**src/rtl/vga_pkg.sv**
```systemverilog
// Shared constants for the VGA timing generator: default 640x480@60 timing,
// derived totals/sync windows, bus widths and a small window-decode helper.
package vga_pkg;
   localparam int COORD_W = 10;
   localparam int COLOR_W = 10;

   localparam int DEF_H_ACTIVE = 640;
   localparam int DEF_H_FP     = 16;
   localparam int DEF_H_SYNC   = 96;
   localparam int DEF_H_BP     = 48;
   localparam int DEF_V_ACTIVE = 480;
   localparam int DEF_V_FP     = 10;
   localparam int DEF_V_SYNC   = 2;
   localparam int DEF_V_BP     = 33;

   localparam int H_TOTAL      = DEF_H_ACTIVE + DEF_H_FP + DEF_H_SYNC + DEF_H_BP;
   localparam int H_SYNC_START = DEF_H_ACTIVE + DEF_H_FP;
   localparam int H_SYNC_END   = H_SYNC_START + DEF_H_SYNC;
   localparam int V_TOTAL      = DEF_V_ACTIVE + DEF_V_FP + DEF_V_SYNC + DEF_V_BP;
   localparam int V_SYNC_START = DEF_V_ACTIVE + DEF_V_FP;
   localparam int V_SYNC_END   = V_SYNC_START + DEF_V_SYNC;

   // Half-open window test lo <= v < hi, done in int so an end of 1024 does not wrap.
   function automatic logic in_window(input int v, input int lo, input int hi);
      return (v >= lo) && (v < hi);
   endfunction
endpackage

```
**src/rtl/vga_timing_gen_if.sv**
```systemverilog
// Pixel-coordinate interface between the timing generator (master) and the
// combinational renderer (slave) that answers each (x,y) with a colour.
interface vga_timing_gen_if;
   import vga_pkg::*;

   logic [COORD_W-1:0] x;
   logic [COORD_W-1:0] y;
   logic               pix_en;
   logic               frame_tick;
   logic [COLOR_W-1:0] red;
   logic [COLOR_W-1:0] green;
   logic [COLOR_W-1:0] blue;

   modport master (output x, y, pix_en, frame_tick, input red, green, blue);
   modport slave  (input x, y, pix_en, frame_tick, output red, green, blue);
endinterface

```
**src/rtl/mod_counter.sv**
```systemverilog
// Enabled modulo-MOD counter with a wrap strobe that is high in the enabled
// cycle where the count rolls from MOD-1 back to 0.
module mod_counter
   import vga_pkg::*;
#(
   parameter int MOD = 2,
   parameter int W   = COORD_W
) (
   input  logic         clk,
   input  logic         reset,
   input  logic         en,
   output logic [W-1:0] count,
   output logic         wrap
);
   assign wrap = en && (count == W'(MOD - 1));

   always_ff @(posedge clk or posedge reset) begin
      if (reset) begin
         count <= '0;
      end else if (en) begin
         count <= wrap ? '0 : count + W'(1);
      end
   end
endmodule

```
**src/rtl/vga_timing_gen.sv**
```systemverilog
// VGA timing generator: pixel enable, x/y raster counters, and registered
// sync/blank/colour outputs that leave one pixel after x/y present a pixel.
module vga_timing_gen
   import vga_pkg::*;
#(
   parameter int CLK_DIV  = 2,
   parameter int H_ACTIVE = DEF_H_ACTIVE,
   parameter int H_FP     = DEF_H_FP,
   parameter int H_SYNC   = DEF_H_SYNC,
   parameter int H_BP     = DEF_H_BP,
   parameter int V_ACTIVE = DEF_V_ACTIVE,
   parameter int V_FP     = DEF_V_FP,
   parameter int V_SYNC   = DEF_V_SYNC,
   parameter int V_BP     = DEF_V_BP
) (
   input  logic               clk,
   input  logic               reset,
   vga_timing_gen_if.master   pix,
   output logic [COLOR_W-1:0] vga_r,
   output logic [COLOR_W-1:0] vga_g,
   output logic [COLOR_W-1:0] vga_b,
   output logic               hsync_n,
   output logic               vsync_n,
   output logic               blank_n,
   output logic               vga_clk
);
   localparam int LINE_LEN    = H_ACTIVE + H_FP + H_SYNC + H_BP;
   localparam int FRAME_LINES = V_ACTIVE + V_FP + V_SYNC + V_BP;
   localparam int HS_BEGIN    = H_ACTIVE + H_FP;
   localparam int HS_END      = HS_BEGIN + H_SYNC;
   localparam int VS_BEGIN    = V_ACTIVE + V_FP;
   localparam int VS_END      = VS_BEGIN + V_SYNC;
   localparam int DIV_W       = (CLK_DIV > 1) ? $clog2(CLK_DIV) : 1;

   generate
      if (CLK_DIV < 1 || LINE_LEN > (1 << COORD_W) || FRAME_LINES > (1 << COORD_W)) begin : g_bad_params
         $error("vga_timing_gen: CLK_DIV must be >= 1 and totals must fit the 10-bit counters");
      end
   endgenerate

   logic [DIV_W-1:0]   div;
   logic [COORD_W-1:0] hcount;
   logic [COORD_W-1:0] vcount;
   logic               pix_en;
   logic               hwrap;
   logic               vwrap;
   logic               active;

   mod_counter #(.MOD(CLK_DIV), .W(DIV_W)) u_div (
      .clk(clk), .reset(reset), .en(1'b1), .count(div), .wrap(pix_en)
   );
   mod_counter #(.MOD(LINE_LEN), .W(COORD_W)) u_hcount (
      .clk(clk), .reset(reset), .en(pix_en), .count(hcount), .wrap(hwrap)
   );
   mod_counter #(.MOD(FRAME_LINES), .W(COORD_W)) u_vcount (
      .clk(clk), .reset(reset), .en(hwrap), .count(vcount), .wrap(vwrap)
   );

   // The vertical wrap already implies pix_en on the last pixel of the last line.
   assign pix.x          = hcount;
   assign pix.y          = vcount;
   assign pix.pix_en     = pix_en;
   assign pix.frame_tick = vwrap;

   assign active = (int'(hcount) < H_ACTIVE) && (int'(vcount) < V_ACTIVE);

   // Output stage: decode of the current pixel, captured at its closing pix_en.
   always_ff @(posedge clk or posedge reset) begin
      if (reset) begin
         hsync_n <= 1'b1;
         vsync_n <= 1'b1;
         blank_n <= 1'b0;
         vga_r   <= '0;
         vga_g   <= '0;
         vga_b   <= '0;
      end else if (pix_en) begin
         hsync_n <= !in_window(int'(hcount), HS_BEGIN, HS_END);
         vsync_n <= !in_window(int'(vcount), VS_BEGIN, VS_END);
         blank_n <= active;
         vga_r   <= active ? pix.red   : '0;
         vga_g   <= active ? pix.green : '0;
         vga_b   <= active ? pix.blue  : '0;
      end
   end

   generate
      if (CLK_DIV == 1) begin : g_vclk_tied
         assign vga_clk = 1'b1;
      end else begin : g_vclk_reg
         // Registering the decode of the next divider value keeps the flop in
         // step with the live divider: high for the second half of each pixel.
         logic [DIV_W-1:0] div_next;
         assign div_next = pix_en ? '0 : div + DIV_W'(1);

         always_ff @(posedge clk or posedge reset) begin
            if (reset) begin
               vga_clk <= 1'b0;
            end else begin
               vga_clk <= (int'(div_next) >= CLK_DIV / 2);
            end
         end
      end
   endgenerate
endmodule

```
**src/flat_wrapper.sv**
```systemverilog
// flat-port wrapper written by rule: the top's interface ports become plain ports
module vga_timing_gen_flat import vga_pkg::*;
#(
   parameter int CLK_DIV  = 2,
   parameter int H_ACTIVE = DEF_H_ACTIVE,
   parameter int H_FP     = DEF_H_FP,
   parameter int H_SYNC   = DEF_H_SYNC,
   parameter int H_BP     = DEF_H_BP,
   parameter int V_ACTIVE = DEF_V_ACTIVE,
   parameter int V_FP     = DEF_V_FP,
   parameter int V_SYNC   = DEF_V_SYNC,
   parameter int V_BP     = DEF_V_BP
)
  (clk, reset, vga_r, vga_g, vga_b, hsync_n, vsync_n, blank_n, vga_clk, pix_x, pix_y, pix_pix_en, pix_frame_tick, pix_red, pix_green, pix_blue);
  vga_timing_gen_if pix_i ();
  input  logic clk;
  input  logic reset;
  output logic [COLOR_W-1:0] vga_r;
  output logic [COLOR_W-1:0] vga_g;
  output logic [COLOR_W-1:0] vga_b;
  output logic hsync_n;
  output logic vsync_n;
  output logic blank_n;
  output logic vga_clk;
  output wire logic [$bits(pix_i.x)-1:0] pix_x;
  output wire logic [$bits(pix_i.y)-1:0] pix_y;
  output wire logic [$bits(pix_i.pix_en)-1:0] pix_pix_en;
  output wire logic [$bits(pix_i.frame_tick)-1:0] pix_frame_tick;
  input wire logic [$bits(pix_i.red)-1:0] pix_red;
  input wire logic [$bits(pix_i.green)-1:0] pix_green;
  input wire logic [$bits(pix_i.blue)-1:0] pix_blue;
  assign pix_x = pix_i.x;
  assign pix_y = pix_i.y;
  assign pix_pix_en = pix_i.pix_en;
  assign pix_frame_tick = pix_i.frame_tick;
  assign pix_i.red = pix_red;
  assign pix_i.green = pix_green;
  assign pix_i.blue = pix_blue;
  vga_timing_gen #(.CLK_DIV(CLK_DIV), .H_ACTIVE(H_ACTIVE), .H_FP(H_FP), .H_SYNC(H_SYNC), .H_BP(H_BP), .V_ACTIVE(V_ACTIVE), .V_FP(V_FP), .V_SYNC(V_SYNC), .V_BP(V_BP)) u_core (.clk(clk), .reset(reset), .pix(pix_i), .vga_r(vga_r), .vga_g(vga_g), .vga_b(vga_b), .hsync_n(hsync_n), .vsync_n(vsync_n), .blank_n(blank_n), .vga_clk(vga_clk));
endmodule
```
**config.mk**
```make
export PLATFORM = sky130hd
export DESIGN_NAME = vga_timing_gen_flat
export DESIGN_NICKNAME = d
export VERILOG_FILES = /design/src/rtl/vga_pkg.sv /design/src/rtl/vga_timing_gen_if.sv /design/src/rtl/mod_counter.sv /design/src/rtl/vga_timing_gen.sv /design/src/flat_wrapper.sv
export SDC_FILE = /design/constraint.sdc
export NUM_CORES = 1
export LEC_CHECK = 0
export ABC_CLOCK_PERIOD_IN_PS = 2950
export BUFFER_PORTS_ARGS = -buffer_cell sky130_fd_sc_hd__buf_2
export CORE_MARGIN = 2
export CORE_UTILIZATION = 48
export DETAILED_ROUTE_END_ITERATION = 10
export GPL_TIMING_DRIVEN = 0
export PLACE_DENSITY = 0.81
export SLEW_MARGIN = 40
export SYNTH_ARGS = -nofsm -noshare
export SYNTH_HDL_FRONTEND = slang
export SYNTH_SLANG_ARGS = --single-unit
```
**constraint.sdc**
```tcl
create_clock -name clk -period 2.95 [get_ports clk]
set_input_delay 0.59 -clock clk [delete_from_list [all_inputs] [get_ports clk]]
set_output_delay 0.59 -clock clk [all_outputs]
set_load 0.1 [all_outputs]
```
==> metrics, run 1 <==
status completed; detailed router's first-iteration violation count 111; clock skew between 0.007 and 0.008 ns; Port Buffers between 80 and 90; clock root cell clkbuf_8; Die ar. about 5400 um2; layout net count 320; pwr/cell area slightly below 500 nW/um2; # diodes 0; RD Place Congestion around 0.8; clock network power share around 29%; Max-slew headroom between 50% and 60%; initial antenna violation count 0; Crit. Startpoint u_core.u_hcount.count[6]$_DFFE_PP0P_; top post-synthesis cells by area dfrtp_1, a22o_1, xnor2_1, nand4_1, dfstp_2; total gr overflow 0; Leak about 1.5 nW; reg-to-reg slack, setup roughly 0.93 ns; Post-Place Setup Slack ~0.069 ns; endpoints failing hold 0; Max-cap violations 0; Area growth syn-to-layout 27.4%; Yosys reg bits 54; hold_ws 0.244 ns; vias per cell 5.53; maximum clock insertion buffer count 2; delay-heaviest family, CP simple AND/OR/NAND/NOR gates; part of the cycle the worst path needs a little over nine tenths; CTS tree built; largest net degree at the start of global routing 29; clk slew on worst S/H paths around 0.1 ns; Worst Tran Pin Value about 0.67 ns; critical path arrival between 2 and 2.5 ns; row count 25; I/O pins 88; yosys warns 0; crit end category output pin; Die Y 73.7 um; setup TNS 0 ns; register area share after synthesis a little under 60%; startpoint class of the critical path register; HP Class input pin to asynchronous set/reset pin; Avg Cell Area, Syn 12.3 um2; via count between 1500 and 2000; CP bufs+invs 2; layout cell share with drive strength beyond 1 41.4%; Non-Filler Instances between 300 and 400; Final ANT Viol Nets 0; CP cell instances or3b_1, buf_6, or4_4, nor2_8, buf_8; Netlist cell types 36; Synth Cell Area around 2300 um2; Cells after Synth 190; most frequent cells in the layout buf_2, dfrtp_1, a22o_1; endpoints failing setup 0; first-pass GRT wire length slightly above 8 mm; Synth area leader dfrtp_1; CP max-delay cell or4_4; Seq pwr share 54.1%; Sw Ratio about a third; internal power 0.977 mW; First-pass DRT Iterations 4; required time of the critical path between 2 and 2.5 ns; vias in the first global route about 1800; switching power total 0.451 mW; post-synth top area share between 50% and 60%; crit path time final approximately 2.9 ns; reg2reg start u_core.u_vcount.count[6]$_DFFE_PP0N_; Max H-tree Level 2; unrepaired setup endpoints after global routing no; final slew viol count 0; Routed wire per std cell roughly 15 um; cts hold-fix bufs 0; combinational power share ~17%; post-synth net total roughly 230; drt total wl approximately 5 mm; FMAX between 0.3 and 0.4 GHz; Setup WS post-layout roughly 0.087 ns; VDD IR-drop max 0.000380 V; commonest non-fill, non-tap cell in the layout buf_2; Setup CP Type register to output pin; Die W about 74 um; Placed Cells roughly 330; Slowest Stage Delay on Critical Path 0.55 ns; Post-DP HPWL around 3.7 mm; clock buffer count from CTS 5; Initial Util between 40% and 50%; postcts setup bufs 0; Clk Latency, worst-skew pair slightly above 0.3 ns; Sink Count between 50 and 60; post-layout util between 60% and 70%; core area roughly 4700 um2; Residual DRC 0; Overall Global Routing Usage about 19%; CP max FO 8
[flip-flops by register name, summed over array words and instances, names as in the netlist]
signal,flops
u_core.vga_b,10
u_core.vsync_n,1
u_core.u_vcount.count,10
u_core.hsync_n,1
u_core.vga_clk,1
u_core.vga_r,10
u_core.blank_n,1
u_core.vga_g,10
u_core.u_hcount.count,10
[path summary, 6_finish.rpt]
kind                                                        end  cells past startpoint
max                                              pix_frame_tick                      5
min                        u_core.u_vcount.count[7]$_DFFE_PP0N_                      2
max reg2reg                         u_core.vga_r[7]$_DFFE_PP0P_                      4
min reg2reg                          u_core.hsync_n$_DFFE_PP1P_                      2
max in group asynchronous              u_core.vga_clk$_DFF_PP0_                      3
min in group clk                    u_core.vga_g[7]$_DFFE_PP0P_                      2
[cell families (layout without fill, tap and decap cells)]
group | Yosys count | count (layout) | share of synthesized area, %
AOI/OAI and AO/OA | 43 | 43 | 14.6
xor gates and xnor gates | 11 | 11 | 4.13
adders and majority gates | 4 | 4 | 2.15
buffers and inverters | 18 | 113 | 3.38
DFF | 54 | 54 | 58.0
muxes | 4 | 4 | 1.77
and+or+nand+nor | 56 | 56 | 15.9
[stage by stage]
step | power [mW] | area, um2
final | 1.43 | 2970
after global routing | 1.49 | 2970
after CTS | 1.44 | 2970
after detailed placement | 1.02 | 2870
after global placement | 1.02 | 2840
after floorplan | 0.969 | 2340
[timing repair]
item | CTS | global route
setup endpoints to repair | 1 | 1
pin swaps | 0 | 0
resized for setup | 3 | 1
cloned | 0 | 0
[worst reg2reg max path, stage by stage (launching register included)]
cell      delay [ns]
dfrtp_1         0.46
and4_1          0.27
nor4b_1         0.59
clkbuf_1        0.42
a22o_1          0.22
[power by group through the flow]
stage | Combinational, mW | Clock (mW) | Sequential [mW]
5_1_grt | 0.247 | 0.464 | 0.775
4_1_cts | 0.238 | 0.433 | 0.772
3_5_place_dp | 0.239 | 0 | 0.786
6_report | 0.236 | 0.419 | 0.772
2_1_floorplan | 0.0282 | 0 | 0.941
3_3_place_gp | 0.233 | 0 | 0.786
[cells in the mapped netlist (all sizes together)]
library cell and instances:
clkbuf 9, o21ai 5, nor3 3, xnor2 9
ha 4, or3b 1, xor2 2, nand3 8
a22o 30, mux2i 3, or4 3, nor2 9
nor4 5, buf 2, a21o 1, or3 2
dfstp 2, o31a 1, inv 7, nand2b 1
nand2 8, nand4 9, o31ai 1, dfrtp 52
and4 2, mux2 1, and3 3, a21oi 4
nor4b 2, a41oi 1
[per-layer routing]
metal  routed length, um  vias up  GRT usage (%)
met5                   0        -              0
met4                  60        0           5.45
met3                 283        6           4.94
met2                2370       64           30.6
met1                2360      920           26.7
li1                    -      886              -
[area by class of cell]
cell class | count | area [um2]
Sequential cell | 54 | 1360
Inverter | 7 | 28.8
Tap cell | 54 | 67.6
Buffer | 10 | 48.8
Timing Repair Buffer | 88 | 465
Fill cell | 399 | 1720
Clock inverter | 3 | 26.3
Clock buffer | 5 | 68.8
Multi-Input combinational cell | 118 | 902
No activity file was read; power rests on OpenSTA's default activity.
==> run 2, diff against run 1 <==
Settings changed: ABC_CLOCK_PERIOD_IN_PS 2950 to 3100, RECOVER_POWER from default to 50.
Clock period 2.95 ns to 3.1 ns, I/O delays scaled along.
==> run 2 against run 1 <==
Setup slack better by 0.027 ns; largest power group unchanged; critical endpoint unchanged; largest cell class unchanged; critical path depth is 1 lower; critical path type unchanged; count of clock-buffer cells in the layout is 2 higher.
==> metrics, run 2 (synthesis results as in run 1) <==
HP Class register to register; Setup WS post-layout between 0.1 and 0.15 ns; Max H-tree Level 2; final slew viol count 0; most frequent cells in the layout buf_2, dfrtp_1, clkbuf_1, a22o_1; layout net count 320; Initial Util 49.7%; postcts setup bufs 0; FMAX approximately 0.33 GHz; layout cell share with drive strength beyond 1 roughly a third; Sink Count 54; Reg2Reg Depth 4; clock network power share 29.5%; Worst R2R End u_core.vga_b[4]$_DFFE_PP0P_; Residual DRC 0; Die ar. ~5400 um2; Worst Tran Pin Value between 1 and 1.5 ns; Overall Global Routing Usage between 10% and 20%; RD Place Congestion approximately 0.84; Post-Place Setup Slack 0.196 ns; internal power 0.941 mW; status completed; combinational power share between 15 and 20%; startpoint class of the critical path register; row count 25; required time of the critical path ~2.5 ns; Seq pwr share a little over half; Clk Latency, worst-skew pair 0.30 ns; Post-DP HPWL around 3.7 mm; Slowest Stage Delay on Critical Path between 0.7 and 0.8 ns; hold depth 2; critical path arrival 2.37 ns; CP max-delay cell or4_4; HP Start u_core.hsync_n$_DFFE_PP1P_; VDD IR-drop max a little over 0.0003 V; setup TNS 0 ns; Setup CP Type register to output pin; Hold Path Sink u_core.hsync_n$_DFFE_PP1P_; initial antenna violation count 0; switching power total slightly above 0.4 mW; Crit. Startpoint u_core.u_hcount.count[4]$_DFFE_PP0P_; endpoints failing setup 0; Final ANT Viol Nets 0; Leak 1.46 nW; First-pass DRT Iterations 4; crit path time final 2.99 ns; hold_ws 0.500 ns; pwr/cell area 464 nW/um2; Max-cap violations 0; CTS tree built; Sw Ratio a little under a third; CP max FO 7; # diodes 0; commonest non-fill, non-tap cell in the layout buf_2; Port Buffers 87; Max-slew headroom under 10%; part of the cycle the worst path needs a little over nine tenths; drt total wl between 5 and 6 mm; Final Power roughly 1.4 mW; cts hold-fix bufs 0; I/O pins about 90; clock skew 0.00379 ns; vias per cell between 5 and 6; detailed router's first-iteration violation count 89; maximum clock insertion buffer count 2; total gr overflow 0; clk slew on worst S/H paths about 0.090 ns; Die W approximately 74 um; via count approximately 1900; Area growth syn-to-layout 24.9%; clock root cell clkbuf_8; largest net degree at the start of global routing 29; CP cell instances nand4_1, or4_4, nor2_8, buf_4; first-pass GRT wire length approximately 8.3 mm; unrepaired setup endpoints after global routing no; core area ~4700 um2; endpoints failing hold 0; Routed wire per std cell 15.3 um; reg2reg start u_core.u_hcount.count[7]$_DFFE_PP0P_; Die Y about 74 um; crit end category output pin; reg-to-reg slack, setup roughly 1.1 ns; vias in the first global route 1695; clock buffer count from CTS 5; fillers around 400
[run 2: final cells by class]
type                    count  area (um2)  area share, %
flip-flops and latches     54        1360           46.6
multi-input cells         118         902           31.0
repair buffers             88         417           14.3
clock buffers               7        86.3           2.96
well taps                  54        67.6           2.32
plain buffers              10        48.8           1.68
inverters                   7        27.5          0.945
clock inverters             1        5.00          0.172
[run 2: worst max-delay path by stage]
stage	to	slack, ns
detailed placement	pix_frame_tick	0.20
global placement	pix_frame_tick	0.21
floorplan	pix_frame_tick	0.005
CTS	pix_frame_tick	0.10
finish	pix_frame_tick	0.11
global route	pix_frame_tick	0.02
[run 2: worst max-delay path, delay by kind of cell (launching register included)]
family | cells | cell delay [ns]
AND/OR/NAND/NOR | 3 | 1.28
flip-flops | 1 | 0.47
buffers and inverters | 1 | 0.31
[run 2: per-layer routing]
layer / vias up / GRT usage, % / wire length, um
li1: 891 / - / -
met1: 902 / 27.9 / 2370
met2: 66 / 30.1 / 2430
met3: 9 / 6.04 / 315
met4: 0 / 6.06 / 63
met5: - / 0 / 0
[run 2: what timing repair did]
action                     CTS  global route
cloned                       0             0
hold endpoints to repair     0             0
setup endpoints to repair    1             1
resized for setup            1             1
pin swaps                    0             0
[run 2: power by group through the flow]
| stage | Sequential [mW] | Clock (mW) | Combinational (mW) |
|---|---|---|---|
| after global placement | 0.748 | 0 | 0.222 |
| after floorplan | 0.895 | 0 | 0.0268 |
| final | 0.735 | 0.399 | 0.218 |
| after CTS | 0.735 | 0.412 | 0.227 |
| after detailed placement | 0.748 | 0 | 0.228 |
| after global routing | 0.738 | 0.438 | 0.227 |
[run 2: through the flow]
step	util, %	std cells	instance area [um2]
3_3_place_gp	60.6	331	2840
5_1_grt	62.1	339	2910
4_1_cts	63.0	339	2950
6_report	62.1	339	2910
3_5_place_dp	61.0	332	2860
2_1_floorplan	-	190	2340
==> run 3, diff against run 2 <==
Settings changed: MAX_ROUTING_LAYER from default to met4.
==> run 3 against run 2 <==
Non-clock buffer count stayed put; via count is 0.27% lower; sequential power hardly changed; clock skew hardly changed; final area hardly changed; critical path depth stayed put; core utilization hardly changed; critical endpoint unchanged; highest routed layer unchanged.
==> metrics, run 3 (synthesis results as in run 1) <==
detailed router's first-iteration violation count about 120; Max-slew headroom between 3 and 4%; part of the cycle the worst path needs a little over nine tenths; cts hold-fix bufs 0; startpoint class of the critical path register; Non-Filler Instances between 300 and 400; I/O pins between 80 and 90; Die ar. about 5400 um2; drt total wl a little over 5 mm; via count roughly 1900; first-pass GRT wire length slightly above 8 mm; FMAX 0.336 GHz; Sink Count 54; Residual DRC 0; final slew viol count 0; Die W around 74 um; critical path arrival 2.36 ns; Clk Latency, worst-skew pair ~0.30 ns; clock skew around 0.0035 ns; Post-DP HPWL approximately 3.7 mm; Setup CP Type register to output pin; post-layout util between 60% and 70%; Worst Tran Pin Value around 1.4 ns; # diodes 0; RD Place Congestion 0.851; Leak ~1.5 nW; total gr overflow 0; Placed Cells between 300 and 400; core area 4690 um2; initial antenna violation count 0; placed cell area roughly 2900 um2; CP max FO 7; crit end category output pin; cell area after layout between 2000 and 3000 um2; endpoints failing setup 0; vias per cell between 5 and 6; endpoints failing hold 0; Final ANT Viol Nets 0; First-pass DRT Iterations 4; clock buffer count from CTS 5; layout cell share with drive strength beyond 1 33.0%; Area growth syn-to-layout 24.9%; unrepaired setup endpoints after global routing no; clock root cell clkbuf_8; status completed; HP Class register to register; CTS tree built; Die Y 73.7 um; commonest non-fill, non-tap cell in the layout buf_2; pwr/cell area between 400 and 500 nW/um2; Routed wire per std cell 15.2 um; Final Power 1.35 mW; largest net degree at the start of global routing 29; Initial Util between 40% and 50%; Overall Global Routing Usage about a fifth; Port Buffers 87; setup TNS 0 ns; most frequent cells in the layout buf_2, dfrtp_1, a22o_1; row count 25; vias in the first global route approximately 1700; Max-cap violations 0; layout net count 320; clk slew on worst S/H paths about 0.09 ns; fillers about 400; crit path time final 2.98 ns; maximum clock insertion buffer count 2; required time of the critical path 2.48 ns; VDD IR-drop max roughly 0.00031 V; Max H-tree Level 2
## run 3: cell types whose count changed in the layout (fill, tap and decap cells not counted), sizes merged
cell and delta:
buf +1, clkbuf -1
## run 3: what timing repair did
action | CTS | global route
setup buffers | 0 | 0
gates resized for setup | 1 | 1
cloned | 0 | 0
pin swaps | 0 | 0
endpoints found under the setup margin | 1 | 1
## run 3: final cells by class
class	count	area, um2	share of cell area (%)
Timing Repair Buffer	88	418	14.3
Buffer	10	48.8	1.67
Tap cell	54	67.6	2.32
Inverter	7	27.5	0.945
Multi-Input combinational cell	118	902	31.0
Sequential cell	54	1360	46.6
Clock buffer	7	86.3	2.96
Clock inverter	1	5.00	0.172
## run 3: report_power, final
part | total, mW | switching (mW) | internal [mW]
clock | 0.399 | 0.218 | 0.181
combinational | 0.218 | 0.182 | 0.0370
sequential | 0.735 | 0.0113 | 0.724
## run 3: worst max-delay path, cell delays in order (launching register included)
cell and delay (ns):
dfrtp_1 0.46, nand4_1 0.41, or4_4 0.71, nor2_8 0.17
buf_4 0.31
## run 3: routing by layer
layer / routed length (um) / up-vias / GRT usage, %
li1: - / 890 / -
met1: 2400 / 900 / 28.9
met2: 2420 / 64 / 29.8
met3: 283 / 9 / 5.21
met4: 63 / 0 / 6.06
met5: 0 / - / -
## run 3: per-stage QoR
step	worst slack, ns	hold slack, ns
after CTS	0.104	0.281
final	0.121	0.500
after detailed placement	0.196	0.483
after global placement	0.211	0.477
after global routing	0.0171	0.509
after floorplan	0.00501	0.709
## run 3: worst paths after layout
check                                                        to  cells after the start  slack (ns)                            startpoint
setup / recovery                                 pix_frame_tick                      4        0.12  u_core.u_hcount.count[4]$_DFFE_PP0P_
max in group asynchronous  u_core.u_hcount.count[3]$_DFFE_PP0P_                      3        0.67                                 reset
hold / removal                       u_core.hsync_n$_DFFE_PP1P_                      2        0.50            u_core.hsync_n$_DFFE_PP1P_
min in group asynchronous           u_core.vga_r[2]$_DFFE_PP0P_                      2        0.51                                 reset
hold reg to reg                      u_core.hsync_n$_DFFE_PP1P_                      2        0.50            u_core.hsync_n$_DFFE_PP1P_
setup reg to reg                    u_core.vga_b[4]$_DFFE_PP0P_                      4        1.11  u_core.u_vcount.count[6]$_DFFE_PP0N_
